## src/rtl/spi_flash_boot_loader.sv

```systemverilog
// ---------------------------------------------------------------------------
// spi_flash_boot_loader
//
// Purpose:
//   Boot-time copier that sits upstream of the RV32E core. After reset it
//   opens one SPI mode-0 READ (0x03) transaction to the external NOR flash.
//   It streams WORD_COUNT 32-bit words into instruction memory through the
//   ITCM write port. The core is kept in reset until the copy is complete.
//   Once boot_done is high, the top level hands the SPI pins to the core's
//   own SPI controller.
//
// Parameters:
//   CLK_DIV          clk cycles per SCK half-period (>= 1)
//   WORD_COUNT       number of 32-bit words to copy (1..1024)
//   FLASH_BASE_ADDR  flash byte address of the image
//
// Ports:
//   clk         in   core clock
//   rst         in   asynchronous active-high reset
//   spi_sck     out  flash serial clock (idles low)
//   spi_mosi    out  command/address bits to the flash, MSB first
//   spi_miso    in   data bits from the flash, sampled on SCK rising edges
//   spi_cs      out  flash chip select, active low
//   itcm_we     out  one-cycle ITCM write strobe
//   itcm_addr   out  ITCM byte address (word aligned)
//   itcm_wdata  out  ITCM write data (holds its last value between writes)
//   core_hold   out  high while the core must stay in reset
//   boot_done   out  sticky, set once the copy has finished
//   boot_error  out  sticky, set on checksum mismatch (optional feature)
//
// Optional feature (define BOOT_CHECKSUM_EN):
//   The last image word carries the 32-bit additive sum of all the words
//   before it. A one-cycle CHECK state follows the copy. On a mismatch it
//   raises boot_error and leaves core_hold high, so a corrupt image never
//   runs. Without the macro, boot_error is tied low.
// ---------------------------------------------------------------------------
module spi_flash_boot_loader #(
  parameter int          CLK_DIV         = 4,
  parameter int          WORD_COUNT      = 1024,
  parameter logic [23:0] FLASH_BASE_ADDR = 24'h000000
) (
  input  logic        clk,
  input  logic        rst,
  output logic        spi_sck,
  output logic        spi_mosi,
  input  logic        spi_miso,
  output logic        spi_cs,
  output logic        itcm_we,
  output logic [11:0] itcm_addr,
  output logic [31:0] itcm_wdata,
  output logic        core_hold,
  output logic        boot_done,
  output logic        boot_error
);

  // Timer width covers 0..CLK_DIV-1; a divider of 1 still needs one bit.
  localparam int              DIV_W     = (CLK_DIV > 1) ? $clog2(CLK_DIV) : 1;
  localparam logic [DIV_W-1:0] DIV_LAST = DIV_W'(CLK_DIV - 1);
  localparam logic [9:0]      LAST_WORD = 10'(WORD_COUNT - 1);

  // Command byte followed by the 24-bit start address, sent as one 32-bit stream.
  localparam logic [31:0]     HEADER    = {8'h03, FLASH_BASE_ADDR};

  typedef enum logic [3:0] {
    IDLE,
    CS_SETUP,
    CMD,
    ADDR,
    DATA,
    WRITE,
    CS_HOLD,
    DONE
`ifdef BOOT_CHECKSUM_EN
    ,
    CHECK
`endif
  } state_t;

  state_t           state;
  logic [DIV_W-1:0] div_cnt;
  logic [4:0]       bit_cnt;
  logic [30:0]      tx_shift;
  logic [31:0]      rx_shift;
  logic [9:0]       word_idx;
  logic             div_wrap;

`ifdef BOOT_CHECKSUM_EN
  logic [31:0]      checksum;
`endif

  // The bit timer wraps once per SCK half-period. Every SCK toggle and every
  // timed CS phase is keyed off this single strobe.
  always_comb begin
    div_wrap = (div_cnt == DIV_LAST);
  end

  // Bytes arrive first-byte-first and are shifted in MSB-first, so the first
  // byte ends up in [31:24]. The word is little-endian, so the first byte
  // belongs in [7:0], which means the assembled word has to be byte-reversed.
  function automatic logic [31:0] byte_swap(input logic [31:0] w);
    return {w[7:0], w[15:8], w[23:16], w[31:24]};
  endfunction

  // Main boot sequencer. Every output is registered here. SCK toggles only
  // in CMD/ADDR/DATA. A low half-period is followed by a high one, and MOSI
  // is updated only on the falling toggle, so it stays stable while SCK is
  // high. MISO is captured on the rising toggle.
  always_ff @(posedge clk or posedge rst) begin
    if (rst) begin
      state      <= IDLE;
      div_cnt    <= '0;
      bit_cnt    <= '0;
      tx_shift   <= '0;
      rx_shift   <= '0;
      word_idx   <= '0;
      spi_cs     <= 1'b1;
      spi_sck    <= 1'b0;
      spi_mosi   <= 1'b0;
      itcm_we    <= 1'b0;
      itcm_addr  <= '0;
      itcm_wdata <= '0;
      core_hold  <= 1'b1;
      boot_done  <= 1'b0;
`ifdef BOOT_CHECKSUM_EN
      boot_error <= 1'b0;
      checksum   <= '0;
`endif
    end else begin
      itcm_we <= 1'b0;

      case (state)
        // Select the flash and put the first command bit on MOSI, so it is
        // valid well before the first rising SCK edge.
        IDLE: begin
          spi_cs   <= 1'b0;
          spi_mosi <= HEADER[31];
          tx_shift <= HEADER[30:0];
          div_cnt  <= '0;
          bit_cnt  <= '0;
          word_idx <= '0;
          state    <= CS_SETUP;
        end

        // CS-to-first-edge setup time: one half-period with SCK held low.
        CS_SETUP: begin
          if (div_wrap) begin
            div_cnt <= '0;
            state   <= CMD;
          end else begin
            div_cnt <= div_cnt + DIV_W'(1);
          end
        end

        CMD, ADDR, DATA: begin
          if (!div_wrap) begin
            div_cnt <= div_cnt + DIV_W'(1);
          end else begin
            div_cnt <= '0;
            spi_sck <= ~spi_sck;
            if (!spi_sck) begin
              // Rising toggle: the flash has had a full half-period to settle MISO.
              if (state == DATA) begin
                rx_shift <= {rx_shift[30:0], spi_miso};
              end
            end else begin
              // Falling toggle: the current bit is complete.
              bit_cnt  <= bit_cnt + 5'd1;
              spi_mosi <= tx_shift[30];
              tx_shift <= {tx_shift[29:0], 1'b0};
              if (state == CMD && bit_cnt == 5'd7) begin
                bit_cnt <= '0;
                state   <= ADDR;
              end else if (state == ADDR && bit_cnt == 5'd23) begin
                bit_cnt  <= '0;
                spi_mosi <= 1'b0;
                state    <= DATA;
              end else if (state == DATA && bit_cnt == 5'd31) begin
                bit_cnt    <= '0;
                itcm_we    <= 1'b1;
                itcm_addr  <= {word_idx, 2'b00};
                itcm_wdata <= byte_swap(rx_shift);
                state      <= WRITE;
              end
            end
          end
        end

        // The strobe is already high for this cycle. SCK stays low, so the
        // flash simply waits with the next bit parked on MISO.
        WRITE: begin
          word_idx <= word_idx + 10'd1;
`ifdef BOOT_CHECKSUM_EN
          if (word_idx != LAST_WORD) begin
            checksum <= checksum + itcm_wdata;
          end
`endif
          if (word_idx == LAST_WORD) begin
            state <= CS_HOLD;
          end else begin
            state <= DATA;
          end
        end

        // CS hold time after the final bit, then release the flash.
        CS_HOLD: begin
          if (div_wrap) begin
            div_cnt <= '0;
            spi_cs  <= 1'b1;
`ifdef BOOT_CHECKSUM_EN
            state     <= CHECK;
`else
            boot_done <= 1'b1;
            core_hold <= 1'b0;
            state     <= DONE;
`endif
          end else begin
            div_cnt <= div_cnt + DIV_W'(1);
          end
        end

`ifdef BOOT_CHECKSUM_EN
        // itcm_wdata still holds the last word written, which is the stored sum.
        CHECK: begin
          boot_done <= 1'b1;
          if (checksum == itcm_wdata) begin
            core_hold <= 1'b0;
          end else begin
            boot_error <= 1'b1;
          end
          state <= DONE;
        end
`endif

        DONE: begin
          state <= DONE;
        end

        default: begin
          state <= IDLE;
        end
      endcase
    end
  end

`ifndef BOOT_CHECKSUM_EN
  // Without the checksum there is nothing that can fail.
  assign boot_error = 1'b0;
`endif

endmodule

```

## config.mk

```make
export PLATFORM = sky130hd
export DESIGN_NAME = spi_flash_boot_loader
export DESIGN_NICKNAME = d
export VERILOG_FILES = /design/src/rtl/spi_flash_boot_loader.sv
export SDC_FILE = /design/constraint.sdc
export NUM_CORES = 1
export LEC_CHECK = 0
export ABC_AREA = 0
export ABC_CLOCK_PERIOD_IN_PS = 3300
export CAP_MARGIN = 10
export CORE_MARGIN = 5
export CORE_UTILIZATION = 50
export DETAILED_ROUTE_END_ITERATION = 6
export PLACE_DENSITY = 0.85
export SLEW_MARGIN = 10
export SYNTH_ARGS = -nofsm -noshare
export SYNTH_HDL_FRONTEND = slang
export SYNTH_SLANG_ARGS = --single-unit
```

## constraint.sdc

```tcl
create_clock -name clk -period 3.3 [get_ports clk]
set_input_delay 0.66 -clock clk [delete_from_list [all_inputs] [get_ports clk]]
set_output_delay 0.66 -clock clk [all_outputs]
set_load 0.01 [all_outputs]
```

* After elaboration in Yosys (flattened, before gate mapping)
Cells that the tools add are included.
Cells by class: add/subtract/negate cells 3, eq/ne operators 17, muxes and demuxes 34, bitwise logic cells 3, reductions and logical operators 17
Operators by type and width (number):
- $mux 31 | 2
- $pmux 31 s2 | 1
- $mux 4 | 7
- $mux 5 | 5
- $pmux 4 s6 | 1
- $pmux 10 s2 | 1
- $eq 4x3->1 const B | 4
- $mux 1 | 11
- $add 10x1->10 const B | 1
- $eq 10x10->1 const B | 1
- $eq 5x5->1 const B | 2
- $pmux 5 s2 | 1
- $eq 4x2->1 const B | 2
- $ne 2x2->1 const B | 4
- $reduce_bool 2->1 | 4
- $reduce_and 2->1 | 3
- $reduce_and 6->1 | 1
- $add 5x1->5 const B | 1
- $eq 5x3->1 const B | 1
- $reduce_and 5->1 | 1
- $reduce_or 5->1 | 1
- $eq 4x1->1 const B | 1
- $logic_not 4->1 | 1
- $mux 2 | 2
- other kinds (10) | 15
Word-level totals: register bits after elaboration 132, input bits 3, output and inout bits 51, word-level logic and storage cells 88

* Logic depth before layout (Yosys ltp)
word-level depth 8, gate-level depth with buffers 8, depth with buffers taken out 7

* Worst setup path before layout
Ideal clock, no wire load.
path type reg2reg, start point reg bit_cnt[0], end point reg itcm_addr[10], setup time 0.125 ns, arrival 1.835 ns, data required time 3.175 ns, path slack 1.340 ns, stages on the path, launching flop included 9, path buffers 2, cells stage by stage dfrtp_1 -> ha_1 -> and3_1 -> ha_1 -> and3_1 -> and2_1 -> buf_6 -> buf_6 -> mux2_4
On the way: cells in the longest elaborated chain, start to end 4
Ends and longest elaborated chain:
- start, declared | line 81 | logic [4:0] bit_cnt;
- start signal, assigned | line 167 | bit_cnt <= bit_cnt + 5'd1;
- $eq 5x5->1 or $eq 5x3->1 (tied branches) | line 173, 170
- $logic_and 1x1->1, on equally long branches | line 173, 170
- $not 1->1 (no source line)
- $reduce_and 6->1 (no source line) *
- end signal, assigned | line 180 | itcm_addr <= {word_idx, 2'b00};
- end, declared | line 49 | output logic [11:0] itcm_addr,
Mark *: on every way between the ends. The rest lies on a longest branch, timed or not. A chain may end at the register's enable or synchronous reset.

* Worst setup path in the final report
start point reg state[0], end point reg itcm_wdata[19]
On the way: cells in the longest elaborated chain, start to end 4
Ends and longest elaborated chain:
- start, declared | line 79 | state_t state;
- start signal, assigned | line 110 | state <= IDLE;
- start signal, assigned | line 141 | state <= CS_SETUP;
- start signal, assigned | line 148 | state <= CMD;
- $eq 4x2->1, on equally long branches | line 131, 173, 170
- $logic_and 1x1->1, on equally long branches | line 173, 170
- $not 1->1 (no source line)
- $reduce_and 6->1 (no source line) *
- end signal, assigned | line 181 | itcm_wdata <= byte_swap(rx_shift);
- end, declared | line 50 | output logic [31:0] itcm_wdata,
Marks and branches as above.

==> metrics.cfg <==
[clocking]
ctsResizeCount = 0
cts_setup_buffers = 0
tritoncts = built
cts-buffers-inserted = 9
h-tree-depth = 3
cts.root.buffer_cell = sky130_fd_sc_hd__clkbuf_8
clock_sink_count = 107
clock_path_buffers = 2
postCtsHoldBufs = 0
clk_pin_slew_ns = 0.11
insertion_delay_ns = 0.37

[grt]
grt-ovfl-total = 0
grt_first_pass_wirelength_um = 14400
global_route.usage.total = 0.156
grt_antenna_before_repair = 0
grt_max_degree = 62
first_global_vias = 2889

[place]
dpl.hpwl_um = 5940
placed_cells = 499
place_congestion = 0.872
worst_slack_placed_ns = 0.771
placed_cell_area_um2 = 5280
io_buffer_count = 50

[timing]
period_needed_ns = 2.51
max_clock_freq_mhz = 398
sum_of_negative_setup_slack_ns = 0
layout_setup_ws_ns = 0.789
slew_violations = 0
final.period_utilization = 0.761
timing.clock.skew_ns = 0.0156
setup_repair_after_global_routing_missed_its_margin = no
finalHoldViolCount = 0
report.final.setup_viol = 0
max_slew_headroom = 0.452
tightest_slew_ns = 0.818

[setup_path]
critical_path_class = reg2reg
top_delay_family_on_crit_path = simple AND/OR/NAND/NOR gates
crit-reg2reg-launch = state[0]$_DFFE_PP0P_
worst_ep_arrival_time_ns = 2.78
timing.critical_path.from = state[0]$_DFFE_PP0P_
worstPathRequired_ns = 3.57
start_kind = register
cp.buffers_inverters = 1
worst_setup_path_end_kind = register
timing.critical_path.cells = or2_0 > nor2_4 > and2_2 > buf_4 > mux2_2
cpPeakStageDelay_ns = 0.62
critical_path.slowest_cell = sky130_fd_sc_hd__dfrtp_1
largest_driver_fanout_on_the_critical_path = 23

[die]
floorplan.initialDensity = 0.512
boundaryPins = 54
die-width_um = 107
die_area_um2 = 11400
placementRows = 35
core_area_um2 = 9200
floorplan.die.height_um = 107

[final_layout]
area.sequential_um2 = 2680
antenna_cells = 0
finish.instance_area_um2 = 5460
layout-drive-gt1-share = 0.263
multi_input_area_um2 = 1880
flow.area_growth_from_synthesis_pct = 16.1
nets = 406
instances_no_fill = 514
num-fill-cells = 723

[power_and_ir_drop]
max-vdd-ir-drop_v = 0.000179
power_density_nw_per_um2 = 384
report.power.total_mw = 2.10
power.leakage_nw = 2.56

[detailed_routing]
drc = 0
vias_per_cell = 5.48
finalWirelength_um = 8410
first_pass_iters = 4
antenna_violating_nets_post_route = 0
drt_iter0_markers = 206
vias = 2816
routedWlPerCell_um = 16.4

[synth]
sequential_to_total_area_share_from_yosys_stat = 0.570
synth_ff_type = sky130_fd_sc_hd__dfrtp_1
post_synth_inst_count = 351
yosys_warnings = 0
netlist-cell-type-count = 56
synth_edf_count = 0
ys_async_sr_fraction = 1.00
avgSynthCellArea_um2 = 13.4
ys_seq_elements = 107
syn_area_um2 = 4700

[worst_hold_path]
hold_path.class = reg2reg
worst_hold_path_startpoint = core_hold$_DFFE_PP1P_

[run_status]
status = completed

[run]
cap_viol_max_count = 0

## per-layer routing
metal,share of wire,up-vias,GRT usage
met5,0,-,0
met4,0.012,0,0.0484
met3,0.045,8,0.0379
met2,0.49,63,0.254
met1,0.45,1416,0.207
li1,-,1329,-
## final timing paths
check,endpoint,depth (start not counted),slack (ns)
worst max-delay path,itcm_wdata[19]$_DFFE_PP0P_,5,0.79
worst min-delay path,core_hold$_DFFE_PP1P_,1,0.46
worst max register to register,itcm_wdata[19]$_DFFE_PP0P_,5,0.79
worst min register to register,core_hold$_DFFE_PP1P_,1,0.46
max in group asynchronous,state[1]$_DFFE_PP0P_,3,1.96
min in group asynchronous,itcm_addr[5]$_DFFE_PP0P_,2,0.68
## flip-flops by register name, summed over array words and instances, names as in the netlist
name / cells
tx_shift: 7
state: 3
spi_cs: 1
bit_cnt: 5
itcm_wdata: 32
word_idx: 10
core_hold: 1
div_cnt: 2
itcm_addr: 10
spi_sck: 1
rx_shift: 32
boot_done: 1
itcm_we: 1
spi_mosi: 1
## cell usage after synthesis (all sizes together) (2+ instances only)
library cell	instances	area (um^2)
or2	2	12.5
nand3b	5	41.3
a21o	2	15.0
nand3	4	20.0
dfrtp	105	2630
o21bai	2	15.0
inv	5	18.8
mux2i	3	30.0
a21oi	8	40.0
ha	4	50.1
nor3	3	15.0
nor2	9	41.3
o41ai	2	17.5
and2	3	18.8
a31oi	3	18.8
nand2b	4	25.0
a211oi	2	27.5
mux2	74	980
nand2	35	131
o21ai	22	110
clkbuf	4	15.0
o21a	3	22.5
or3	3	23.8
o22ai	2	12.5
nor2b	2	12.5
and3	3	18.8
dfstp	2	52.6
buf	16	124
## cell type report
class	count	share of cell area
Clock buffer	10	0.0252
Clock inverter	5	0.00802
Multi-Input combinational cell	221	0.343
Sequential cell	107	0.491
Inverter	5	0.00412
Tap cell	111	0.0254
Timing Repair Buffer	55	0.103
## cells in the final DEF (no fill, tap or decap), types with 4 or more instances in the layout
cell type	instances
sky130_fd_sc_hd__dfrtp_1	105
sky130_fd_sc_hd__ha_1	4
sky130_fd_sc_hd__nand2b_1	4
sky130_fd_sc_hd__inv_1	4
sky130_fd_sc_hd__o21ai_0	21
sky130_fd_sc_hd__nand3_1	4
sky130_fd_sc_hd__nand3b_1	4
sky130_fd_sc_hd__mux2_2	35
sky130_fd_sc_hd__nand2_1	35
sky130_fd_sc_hd__mux2_4	39
sky130_fd_sc_hd__a21oi_1	8
sky130_fd_sc_hd__clkbuf_8	10
sky130_fd_sc_hd__nor2_1	8
sky130_fd_sc_hd__clkdlybuf4s50_1	50
## power by group
| group | switching (mW) | total [mW] | internal, mW |
|---|---|---|---|
| combinational | 0.0267 | 0.0327 | 0.00601 |
| sequential | 0.000470 | 1.31 | 1.31 |
| clock | 0.453 | 0.755 | 0.302 |
| total | 0.480 | 2.10 | 1.62 |
## cell families (layout without fill, tap and decap cells)
logic type | after synthesis | after routing | synth area share
compound gates | 55 | 55 | 0.0779
other cells | 1 | 3 | 0.000797
fa+ha+maj | 4 | 4 | 0.0106
simple gates | 80 | 80 | 0.0891
flops | 107 | 107 | 0.570
buf+inv | 25 | 75 | 0.0335
xor+xnor | 2 | 2 | 0.00372
mux | 77 | 77 | 0.215
## per-stage QoR
step | utilization | hold WS [ns]
after global routing | 0.594 | 0.466
after detailed placement | 0.574 | 0.450
after floorplan | - | 0.444
final | 0.594 | 0.460
after CTS | 0.594 | 0.463
after global placement | 0.574 | 0.447
No activity file was read; power rests on OpenSTA's default activity.
